**src/rtl/cache_arbiter_pkg.sv**
```systemverilog
// rtl/cache_arbiter_pkg.sv - shared types and default widths for the cache line arbiter
//
// Purpose: states, grant encoding and default widths used by the arbiter
//          and its bus interface.
// Contents:
//   ARB_LINE_WIDTH  default bits per cache line
//   ARB_ADDR_WIDTH  default line address width
//   arb_state_t     IDLE / SERVE_I / SERVE_D / DONE
//   grant_t         GRANT_INST / GRANT_DATA (round-robin history)
package arbiter_types;

  localparam int ARB_LINE_WIDTH = 256;
  localparam int ARB_ADDR_WIDTH = 32;

  typedef enum logic [1:0] {
    IDLE    = 2'd0,
    SERVE_I = 2'd1,
    SERVE_D = 2'd2,
    DONE    = 2'd3
  } arb_state_t;

  typedef enum logic {
    GRANT_INST = 1'b0,
    GRANT_DATA = 1'b1
  } grant_t;

endpackage

```
**src/rtl/cache_arbiter_if.sv**
```systemverilog
// rtl/cache_arbiter_if.sv - line-granular bus bundle between the caches, the arbiter and line memory
//
// Purpose: groups the I-cache, D-cache and line-memory signals of the arbiter.
// Modports:
//   slave   the arbiter: accepts cache requests, issues memory transactions
//   master  the environment: drives cache requests and memory responses
// Signals:
//   i_read/i_addr -> i_rdata/i_resp             I-cache miss port
//   d_read/d_write/d_addr/d_wdata -> d_rdata/d_resp   D-cache miss/writeback port
//   mem_read/mem_write/mem_addr/mem_wdata -> mem_rdata/mem_resp   line memory
interface cache_arbiter_if
  import arbiter_types::*;
#(
  parameter int LINE_WIDTH = ARB_LINE_WIDTH,
  parameter int ADDR_WIDTH = ARB_ADDR_WIDTH
) ();

  logic                  i_read;
  logic [ADDR_WIDTH-1:0] i_addr;
  logic [LINE_WIDTH-1:0] i_rdata;
  logic                  i_resp;

  logic                  d_read;
  logic                  d_write;
  logic [ADDR_WIDTH-1:0] d_addr;
  logic [LINE_WIDTH-1:0] d_wdata;
  logic [LINE_WIDTH-1:0] d_rdata;
  logic                  d_resp;

  logic                  mem_read;
  logic                  mem_write;
  logic [ADDR_WIDTH-1:0] mem_addr;
  logic [LINE_WIDTH-1:0] mem_wdata;
  logic [LINE_WIDTH-1:0] mem_rdata;
  logic                  mem_resp;

  modport slave (
    input  i_read, i_addr,
    output i_rdata, i_resp,
    input  d_read, d_write, d_addr, d_wdata,
    output d_rdata, d_resp,
    output mem_read, mem_write, mem_addr, mem_wdata,
    input  mem_rdata, mem_resp
  );

  modport master (
    output i_read, i_addr,
    input  i_rdata, i_resp,
    output d_read, d_write, d_addr, d_wdata,
    input  d_rdata, d_resp,
    input  mem_read, mem_write, mem_addr, mem_wdata,
    output mem_rdata, mem_resp
  );

endinterface

```
**src/rtl/cache_arbiter.sv**
```systemverilog
// rtl/cache_arbiter.sv - round-robin arbiter sharing one line-memory port between I-cache and D-cache
//
// Purpose: serializes line transactions from the I-cache miss port and the
//          D-cache miss/writeback port onto a single line-memory port.
//          Simultaneous requests alternate by the side served last; the
//          memory response and line data return to the granted cache only.
// Ports:
//   clk   system clock
//   rst   synchronous, active-high reset
//   bus   cache_arbiter_if.slave (cache request ports and line-memory port)
module cache_arbiter
  import arbiter_types::*;
#(
  parameter int LINE_WIDTH = ARB_LINE_WIDTH,
  parameter int ADDR_WIDTH = ARB_ADDR_WIDTH
) (
  input logic            clk,
  input logic            rst,
  cache_arbiter_if.slave bus
);

  arb_state_t state;
  arb_state_t state_n;
  grant_t     last_grant;

  logic                  i_req;
  logic                  d_req;
  logic                  pick_d;
  logic                  grant_i;
  logic                  grant_d;
  logic                  i_resp_c;
  logic                  d_resp_c;

  // The memory-side outputs double as the latched copy of the granted
  // request, so later changes on the cache ports cannot leak into an
  // in-flight transaction.
  logic                  mem_read_q;
  logic                  mem_write_q;
  logic [ADDR_WIDTH-1:0] mem_addr_q;
  logic [LINE_WIDTH-1:0] mem_wdata_q;

  assign i_req = bus.i_read;
  assign d_req = bus.d_read | bus.d_write;

  // D wins when it is the only requester, or on a tie when I was served
  // last. last_grant resets to INST, so the first tie goes to D.
  assign pick_d = d_req && (!i_req || (last_grant == GRANT_INST));

  always_ff @(posedge clk) begin
    if (rst) begin
      state <= IDLE;
    end else begin
      state <= state_n;
    end
  end

  always_comb begin
    state_n  = state;
    grant_i  = 1'b0;
    grant_d  = 1'b0;
    i_resp_c = 1'b0;
    d_resp_c = 1'b0;
    case (state)
      IDLE: begin
        if (pick_d) begin
          grant_d = 1'b1;
          state_n = SERVE_D;
        end else if (i_req) begin
          grant_i = 1'b1;
          state_n = SERVE_I;
        end
      end
      SERVE_I: begin
        if (bus.mem_resp) begin
          i_resp_c = 1'b1;
          state_n  = DONE;
        end
      end
      SERVE_D: begin
        if (bus.mem_resp) begin
          d_resp_c = 1'b1;
          state_n  = DONE;
        end
      end
      // Turnaround: gives the served cache a cycle to drop its request
      // before requests are looked at again.
      DONE: begin
        state_n = IDLE;
      end
      default: begin
        state_n = IDLE;
      end
    endcase
  end

  always_ff @(posedge clk) begin
    if (rst) begin
      mem_read_q  <= 1'b0;
      mem_write_q <= 1'b0;
      mem_addr_q  <= '0;
      mem_wdata_q <= '0;
      last_grant  <= GRANT_INST;
    end else if (grant_i) begin
      mem_read_q  <= 1'b1;
      mem_write_q <= 1'b0;
      mem_addr_q  <= bus.i_addr;
    end else if (grant_d) begin
      // A writeback takes priority over a read raised in the same cycle.
      mem_write_q <= bus.d_write;
      mem_read_q  <= ~bus.d_write;
      mem_addr_q  <= bus.d_addr;
      mem_wdata_q <= bus.d_wdata;
    end else if (i_resp_c || d_resp_c) begin
      mem_read_q  <= 1'b0;
      mem_write_q <= 1'b0;
      last_grant  <= d_resp_c ? GRANT_DATA : GRANT_INST;
    end
  end

  assign bus.mem_read  = mem_read_q;
  assign bus.mem_write = mem_write_q;
  assign bus.mem_addr  = mem_addr_q;
  assign bus.mem_wdata = mem_wdata_q;

  // Responses are only decoded in the matching SERVE state, so a stray
  // mem_resp in IDLE or DONE never reaches either cache, and the two
  // resp outputs are mutually exclusive by construction.
  assign bus.i_resp  = i_resp_c;
  assign bus.d_resp  = d_resp_c;
  assign bus.i_rdata = i_resp_c ? bus.mem_rdata : '0;
  assign bus.d_rdata = d_resp_c ? bus.mem_rdata : '0;

endmodule
```
**src/flat_wrapper.sv**
```systemverilog
// flat-port wrapper written by rule: the top's interface ports become plain ports
module cache_arbiter_flat import arbiter_types::*;
#(
  parameter int LINE_WIDTH = ARB_LINE_WIDTH,
  parameter int ADDR_WIDTH = ARB_ADDR_WIDTH
)
  (clk, rst, bus_i_read, bus_i_addr, bus_i_rdata, bus_i_resp, bus_d_read, bus_d_write, bus_d_addr, bus_d_wdata, bus_d_rdata, bus_d_resp, bus_mem_read, bus_mem_write, bus_mem_addr, bus_mem_wdata, bus_mem_rdata, bus_mem_resp);
  cache_arbiter_if #(.LINE_WIDTH(LINE_WIDTH), .ADDR_WIDTH(ADDR_WIDTH)) bus_i ();
  input logic clk;
  input logic rst;
  input wire logic [$bits(bus_i.i_read)-1:0] bus_i_read;
  input wire logic [$bits(bus_i.i_addr)-1:0] bus_i_addr;
  output wire logic [$bits(bus_i.i_rdata)-1:0] bus_i_rdata;
  output wire logic [$bits(bus_i.i_resp)-1:0] bus_i_resp;
  input wire logic [$bits(bus_i.d_read)-1:0] bus_d_read;
  input wire logic [$bits(bus_i.d_write)-1:0] bus_d_write;
  input wire logic [$bits(bus_i.d_addr)-1:0] bus_d_addr;
  input wire logic [$bits(bus_i.d_wdata)-1:0] bus_d_wdata;
  output wire logic [$bits(bus_i.d_rdata)-1:0] bus_d_rdata;
  output wire logic [$bits(bus_i.d_resp)-1:0] bus_d_resp;
  output wire logic [$bits(bus_i.mem_read)-1:0] bus_mem_read;
  output wire logic [$bits(bus_i.mem_write)-1:0] bus_mem_write;
  output wire logic [$bits(bus_i.mem_addr)-1:0] bus_mem_addr;
  output wire logic [$bits(bus_i.mem_wdata)-1:0] bus_mem_wdata;
  input wire logic [$bits(bus_i.mem_rdata)-1:0] bus_mem_rdata;
  input wire logic [$bits(bus_i.mem_resp)-1:0] bus_mem_resp;
  assign bus_i.i_read = bus_i_read;
  assign bus_i.i_addr = bus_i_addr;
  assign bus_i_rdata = bus_i.i_rdata;
  assign bus_i_resp = bus_i.i_resp;
  assign bus_i.d_read = bus_d_read;
  assign bus_i.d_write = bus_d_write;
  assign bus_i.d_addr = bus_d_addr;
  assign bus_i.d_wdata = bus_d_wdata;
  assign bus_d_rdata = bus_i.d_rdata;
  assign bus_d_resp = bus_i.d_resp;
  assign bus_mem_read = bus_i.mem_read;
  assign bus_mem_write = bus_i.mem_write;
  assign bus_mem_addr = bus_i.mem_addr;
  assign bus_mem_wdata = bus_i.mem_wdata;
  assign bus_i.mem_rdata = bus_mem_rdata;
  assign bus_i.mem_resp = bus_mem_resp;
  cache_arbiter #(.LINE_WIDTH(LINE_WIDTH), .ADDR_WIDTH(ADDR_WIDTH)) u_core (.clk(clk), .rst(rst), .bus(bus_i));
endmodule
```
**config.mk**
```make
export PLATFORM = sky130hd
export DESIGN_NAME = cache_arbiter_flat
export DESIGN_NICKNAME = d
export VERILOG_FILES = /design/src/rtl/cache_arbiter_pkg.sv /design/src/rtl/cache_arbiter_if.sv /design/src/rtl/cache_arbiter.sv /design/src/flat_wrapper.sv
export SDC_FILE = /design/constraint.sdc
export NUM_CORES = 1
export LEC_CHECK = 0
export CAP_MARGIN = 20
export CORE_AREA = 5 5 537 539
export CTS_BUF_LIST = sky130_fd_sc_hd__clkbuf_16
export CTS_CLUSTER_SIZE = 25
export DETAILED_ROUTE_END_ITERATION = 10
export DIE_AREA = 0 0 542 544
export GPL_TIMING_DRIVEN = 1
export HOLD_SLACK_MARGIN = 0.05
export SETUP_SLACK_MARGIN = 0.4
export SYNTH_ARGS = -nofsm -noshare
export SYNTH_HDL_FRONTEND = slang
export SYNTH_SLANG_ARGS = --single-unit
```
**constraint.sdc**
```tcl
create_clock -name clk -period 1.52 [get_ports clk]
set_input_delay 0.304 -clock clk [delete_from_list [all_inputs] [get_ports clk]]
set_output_delay 0.304 -clock clk [all_outputs]
set_load 0.1 [all_outputs]
```
Yosys cells after proc, flatten, opt, wreduce, memory -nomap -nowiden --
Index checks and enable logic that the tools add are counted.
Operators by class: eq/ne operators 5, mux-type cells 21, bitwise operators 5, reduce and logical (&&, ||, !) cells 13
Operator list (number):
- $mux 256 | 2
- $mux 32 | 2
- $mux 1 | 13
- $mux 2 | 3
- $pmux 2 s3 | 1
- $eq 2x2->1 const B | 2
- $not 1->1 | 4
- $reduce_and 2->1 | 2
- $reduce_bool 2->1 | 2
- $reduce_or 2->1 | 2
- $ne 3x2->1 const B | 1
- $reduce_and 3->1 | 1
- $reduce_bool 3->1 | 1
- $eq 2x1->1 const B | 1
- $logic_not 2->1 | 1
- $logic_or 1x1->1 | 2
- $ne 2x1->1 const B | 1
- $logic_and 1x1->1 | 1
- $logic_not 1->1 | 1
- $or 1x1->1 | 1
Word-level totals: register bits 293, input bits 582, output and inout bits 804, word-level logic and storage cells 50

Depth between registers and ports, before layout --
depth in word-level cells 7, gate-level depth with buffers 8, depth with buffers taken out 5

Worst setup path after synthesis --
OpenSTA, ideal clock, no wires.
path kind register -> output, from register u_core.state[0], to output bus_d_rdata[100], arrival time 1.908 ns, data required time 1.216 ns, path slack -0.692 ns, cell stages (with the launch flop) 6, buffers on the path 2, path through dfxtp_1 inv_1 ha_1 clkbuf_1 clkbuf_1 and3_1
Between the ends: longest elaborated chain between the ends 3
Ends and longest elaborated chain:
- start, declared | line cache_arbiter.sv:22 | arb_state_t state;
- start signal, assigned | line cache_arbiter.sv:53 | state <= state_n;
- $eq 2x2->1 | line cache_arbiter.sv:63 | case (state)
- $mux 1 | line cache_arbiter.sv:63
- $mux 256 | line cache_arbiter.sv:131 | assign bus.d_rdata = d_resp_c ? bus.mem_rdata : '0;
- end, declared | line flat_wrapper.sv:19 | output wire logic [$bits(bus_i.d_rdata)-1:0] bus_d_rdata;
No other way between the ends.

Final worst setup path --
from register u_core.state[1], to output bus_i_rdata[173]
Between the ends: longest elaborated chain between the ends 3
Ends and longest elaborated chain:
- $eq 2x1->1 | line cache_arbiter.sv:63
- $mux 1 | line cache_arbiter.sv:63
- $mux 256 | line cache_arbiter.sv:130 | assign bus.i_rdata = i_resp_c ? bus.mem_rdata : '0;
- end, declared | line flat_wrapper.sv:13 | output wire logic [$bits(bus_i.i_rdata)-1:0] bus_i_rdata;
No other way between the ends.

==> impl_results.md <==
* Status: complete, but fails checks
* Violated checks: setup timing
* Detail Route Antenna Nets at 0
* Final min period at 2.49 ns
* Num CTS Buffers at 34
* Vias in the first global route at 22500
* Overflow after GRT at 0
* Placer Congestion at 0.963
* Async set-reset flop share out of synthesis at 0%
* Clk_skew at 0.0192 ns
* Crit path launch: u_core.state[1]$_SDFFE_PP0P_
* Slew Limit Fails at 0
* Final WL at between 200000 and 250000 um
* Final Hold Viols at 0
* Cell variety after synth at 32
* Max Cap Viol at 0
* Lkg Pwr at 0.0166 uW
* Synth Flop Type: dfxtp_1
* Seq pwr share at 14.2%
* Crit-path max FO at 23
* Most frequent cells in the layout: buf_12, clkdlybuf4s50_1, and3_4
* DR vias at 22800
* Kind of start point of the critical path: flop
* Slew margin rel. at a little under three quarters
* R2R cell count at 8
* Logic pwr share at 76.0%
* Layout cells sized above 1 at 47.7%
* Number of synthesized flops with an enable pin at 0
* Die ar. at 295000 sq um
* Remaining DRCs at 0
* DRT iter0 DRCs at 1518
* Worst r2r src: u_core.state[1]$_SDFFE_PP0P_
* Synth area leaders: dfxtp_1, and3_1, o21ai_0, nand3_1, a21oi_1
* P_int at 36800 uW
* Post-Place Worst Slack at -0.602 ns
* Sw frac at 57.6%
* Pin count of the biggest net entering global routing at 83
* Final Worst Setup Slack at -0.967 ns
* Detail Placement HPWL at 188000 um
* Req. time, crit path at roughly 1.2 ns
* H-tree depth at 2
* CORE AREA at 283000 sq um
* Setup crit end: bus_i_rdata[173]
* First-pass GRT wire length at 258000 um
* Setup Crit Path Kind: reg -> out
* Ports at 1386
* Hold Path Class: in -> reg
* Worst-path clk slew at 0.07 ns
* Peak VDD IR at around 1200 uV
* CTS Sinks at 293
* RR Endpoint: u_core.bus.mem_addr[13]$_SDFFE_PP0P_
* Mapped Nets at around 2600
* Switch Pwr at 50000 uW
* # port buffers at 1385
* Synth warnings at 0
* Commonest non-fill, non-tap cell in the layout: buf_12
* Register area share after synthesis at 38.9%
* Die width at 542 um
* Initial Util at 5.32%
* Crit end category: output pin
* Hold_sp: bus_d_wdata[207]
* Gr usage total at 13.4%
* Gate Count Post-Synth at roughly 2000
* Router iterations before antenna repair at 6
* Area leader, netlist: dfxtp_1
* R2r setup slk at -0.46 ns
* Layout area overhead at 212%
* Maximum operating frequency at 0.402 GHz
* Pwr Density at 1850 nW/um^2
* CTS tree: done
* RSZ-0062 raised after global routing: true
* Synth top area share at 38.9%
* Die Ht at 544 um
* Tightest Pin Transition at between 0.4 and 0.5 ns
* Clk_lat worst skew at 0.61 ns
* Final nets at 3939
* Initial antenna violation count at roughly 130
* Crit-path max cell delay at approximately 0.37 ns
* Via density at 3.18
* Data arrival, critical path at 2.18 ns
* Critical Path, Cell by Cell: inv_4 -> ha_4 -> buf_16 -> buf_6 -> and3_4 -> buf_12
* CTS Buffer Depth at 3
* Synth Area per Inst at 7.46 sq um
* Wire per inst at between 20 and 30 um
* Fin crit share at 164%
* FP Rows at 196
* Highest-delay cell along the critical path: dfxtp_4
* Root Buffer: clkbuf_16
* Syn Std Cell Area at 15100 sq um
* Final core occ at 16.6%
* Final setup violation count at 906
* Seq cells post-synth at 293
* Clock power frac at 9.8%
## power by group through the flow
stage	combinational [uW]	sequential, uW	clock [uW]
after detailed placement	64900	12400	0
after global placement	64700	12400	0
after floorplan	23700	25400	0
after CTS	65800	12400	8830
after global routing	68300	12600	9070
final	66000	12300	8550
## sequential cells by signal, indices dropped and copies added (netlist names)
| name | cells |
|---|---|
| u_core.last_grant | 1 |
| u_core.state | 2 |
| u_core.bus.mem_wdata | 256 |
| u_core.bus.mem_read | 1 |
| u_core.bus.mem_addr | 32 |
| u_core.bus.mem_write | 1 |
## area by class of cell
cell class,instances,area (sq um)
fillers,31300,237000
flip-flops and latches,293,5890
well taps,3762,4710
clock inverters,27,260
multi-input cells,1440,10800
clock buffers,34,851
repair buffers,1579,24400
inverters,5,35.0
diodes,37,92.6
## per-stage QoR
step / hold slack [ns] / cell area (sq um) / TNS (ns) / cells / power, uW
after floorplan: 0.444 / 18500 / -28.15 / 2020 / 49100
final: 0.253 / 47000 / -542.01 / 7177 / 86800
after detailed placement: 0.491 / 45300 / -276.62 / 7059 / 77400
after global routing: 0.224 / 46900 / -613.13 / 7165 / 90000
after CTS: 0.182 / 46700 / -576.32 / 7132 / 86900
after global placement: 0.486 / 45300 / -260.14 / 7059 / 77100
## how the worst min path moves through the flow
| stage | endpoint | slack [ns] | depth (start not counted) |
|---|---|---|---|
| floorplan | u_core.bus.mem_wdata[100]$_SDFFE_PP0P_ | 0.44 | 2 |
| global placement | u_core.bus.mem_wdata[101]$_SDFFE_PP0P_ | 0.49 | 2 |
| detailed placement | u_core.bus.mem_wdata[112]$_SDFFE_PP0P_ | 0.49 | 2 |
| CTS | u_core.bus.mem_wdata[154]$_SDFFE_PP0P_ | 0.18 | 3 |
| global route | u_core.bus.mem_wdata[198]$_SDFFE_PP0P_ | 0.22 | 3 |
| finish | u_core.bus.mem_wdata[207]$_SDFFE_PP0P_ | 0.25 | 3 |
## layer usage
layer	GRT usage (%)	part of all wire [%]	vias to the layer above
li1	-	-	10100
met1	14.1	36	11000
met2	21.7	45	1419
met3	9.14	16	313
met4	3.86	3.5	12
met5	0	0.042	-
## cell usage after synthesis (2+ instances only)
cell type	instances
a21oi_1	258
a311oi_1	32
and2_1	2
and3_1	512
buf_2	43
buf_4	5
clkbuf_1	233
dfxtp_1	293
ha_1	4
inv_1	4
mux2i_1	2
nand2_1	4
nand2b_1	2
nand3_1	288
nor2_1	32
o211ai_1	2
o21ai_0	289
## critical path, delay by kind of cell, from the launching register on
kind | cells | cell delay [ns]
buffers and inverters | 4 | 0.65
flip-flops | 1 | 0.37
AND/OR/NAND/NOR | 1 | 0.24
adder cells (fa/ha/maj) | 1 | 0.20
## timing repair
| action | CTS | global route |
|---|---|---|
| buffers inserted | 7 | 2 |
| resized for setup | 30 | 11 |
| gates cloned | 4 | 6 |
| pin swaps | 18 | 4 |
| setup endpoints to repair | 1097 | 1097 |
| hold endpoints to repair | 15 | 0 |
| hold buffers | 1 | 0 |
## cells by family after synthesis
logic type	after synthesis	share of synthesized area, %
AND/OR/NAND/NOR	842	32.0
buffers and inverters	287	7.68
adder cells (fa/ha/maj)	4	0.332
multiplexers	2	0.133
flip-flops	293	38.9
AO/OA/AOI/OAI	592	20.9
No activity file was read; power rests on OpenSTA's default activity.
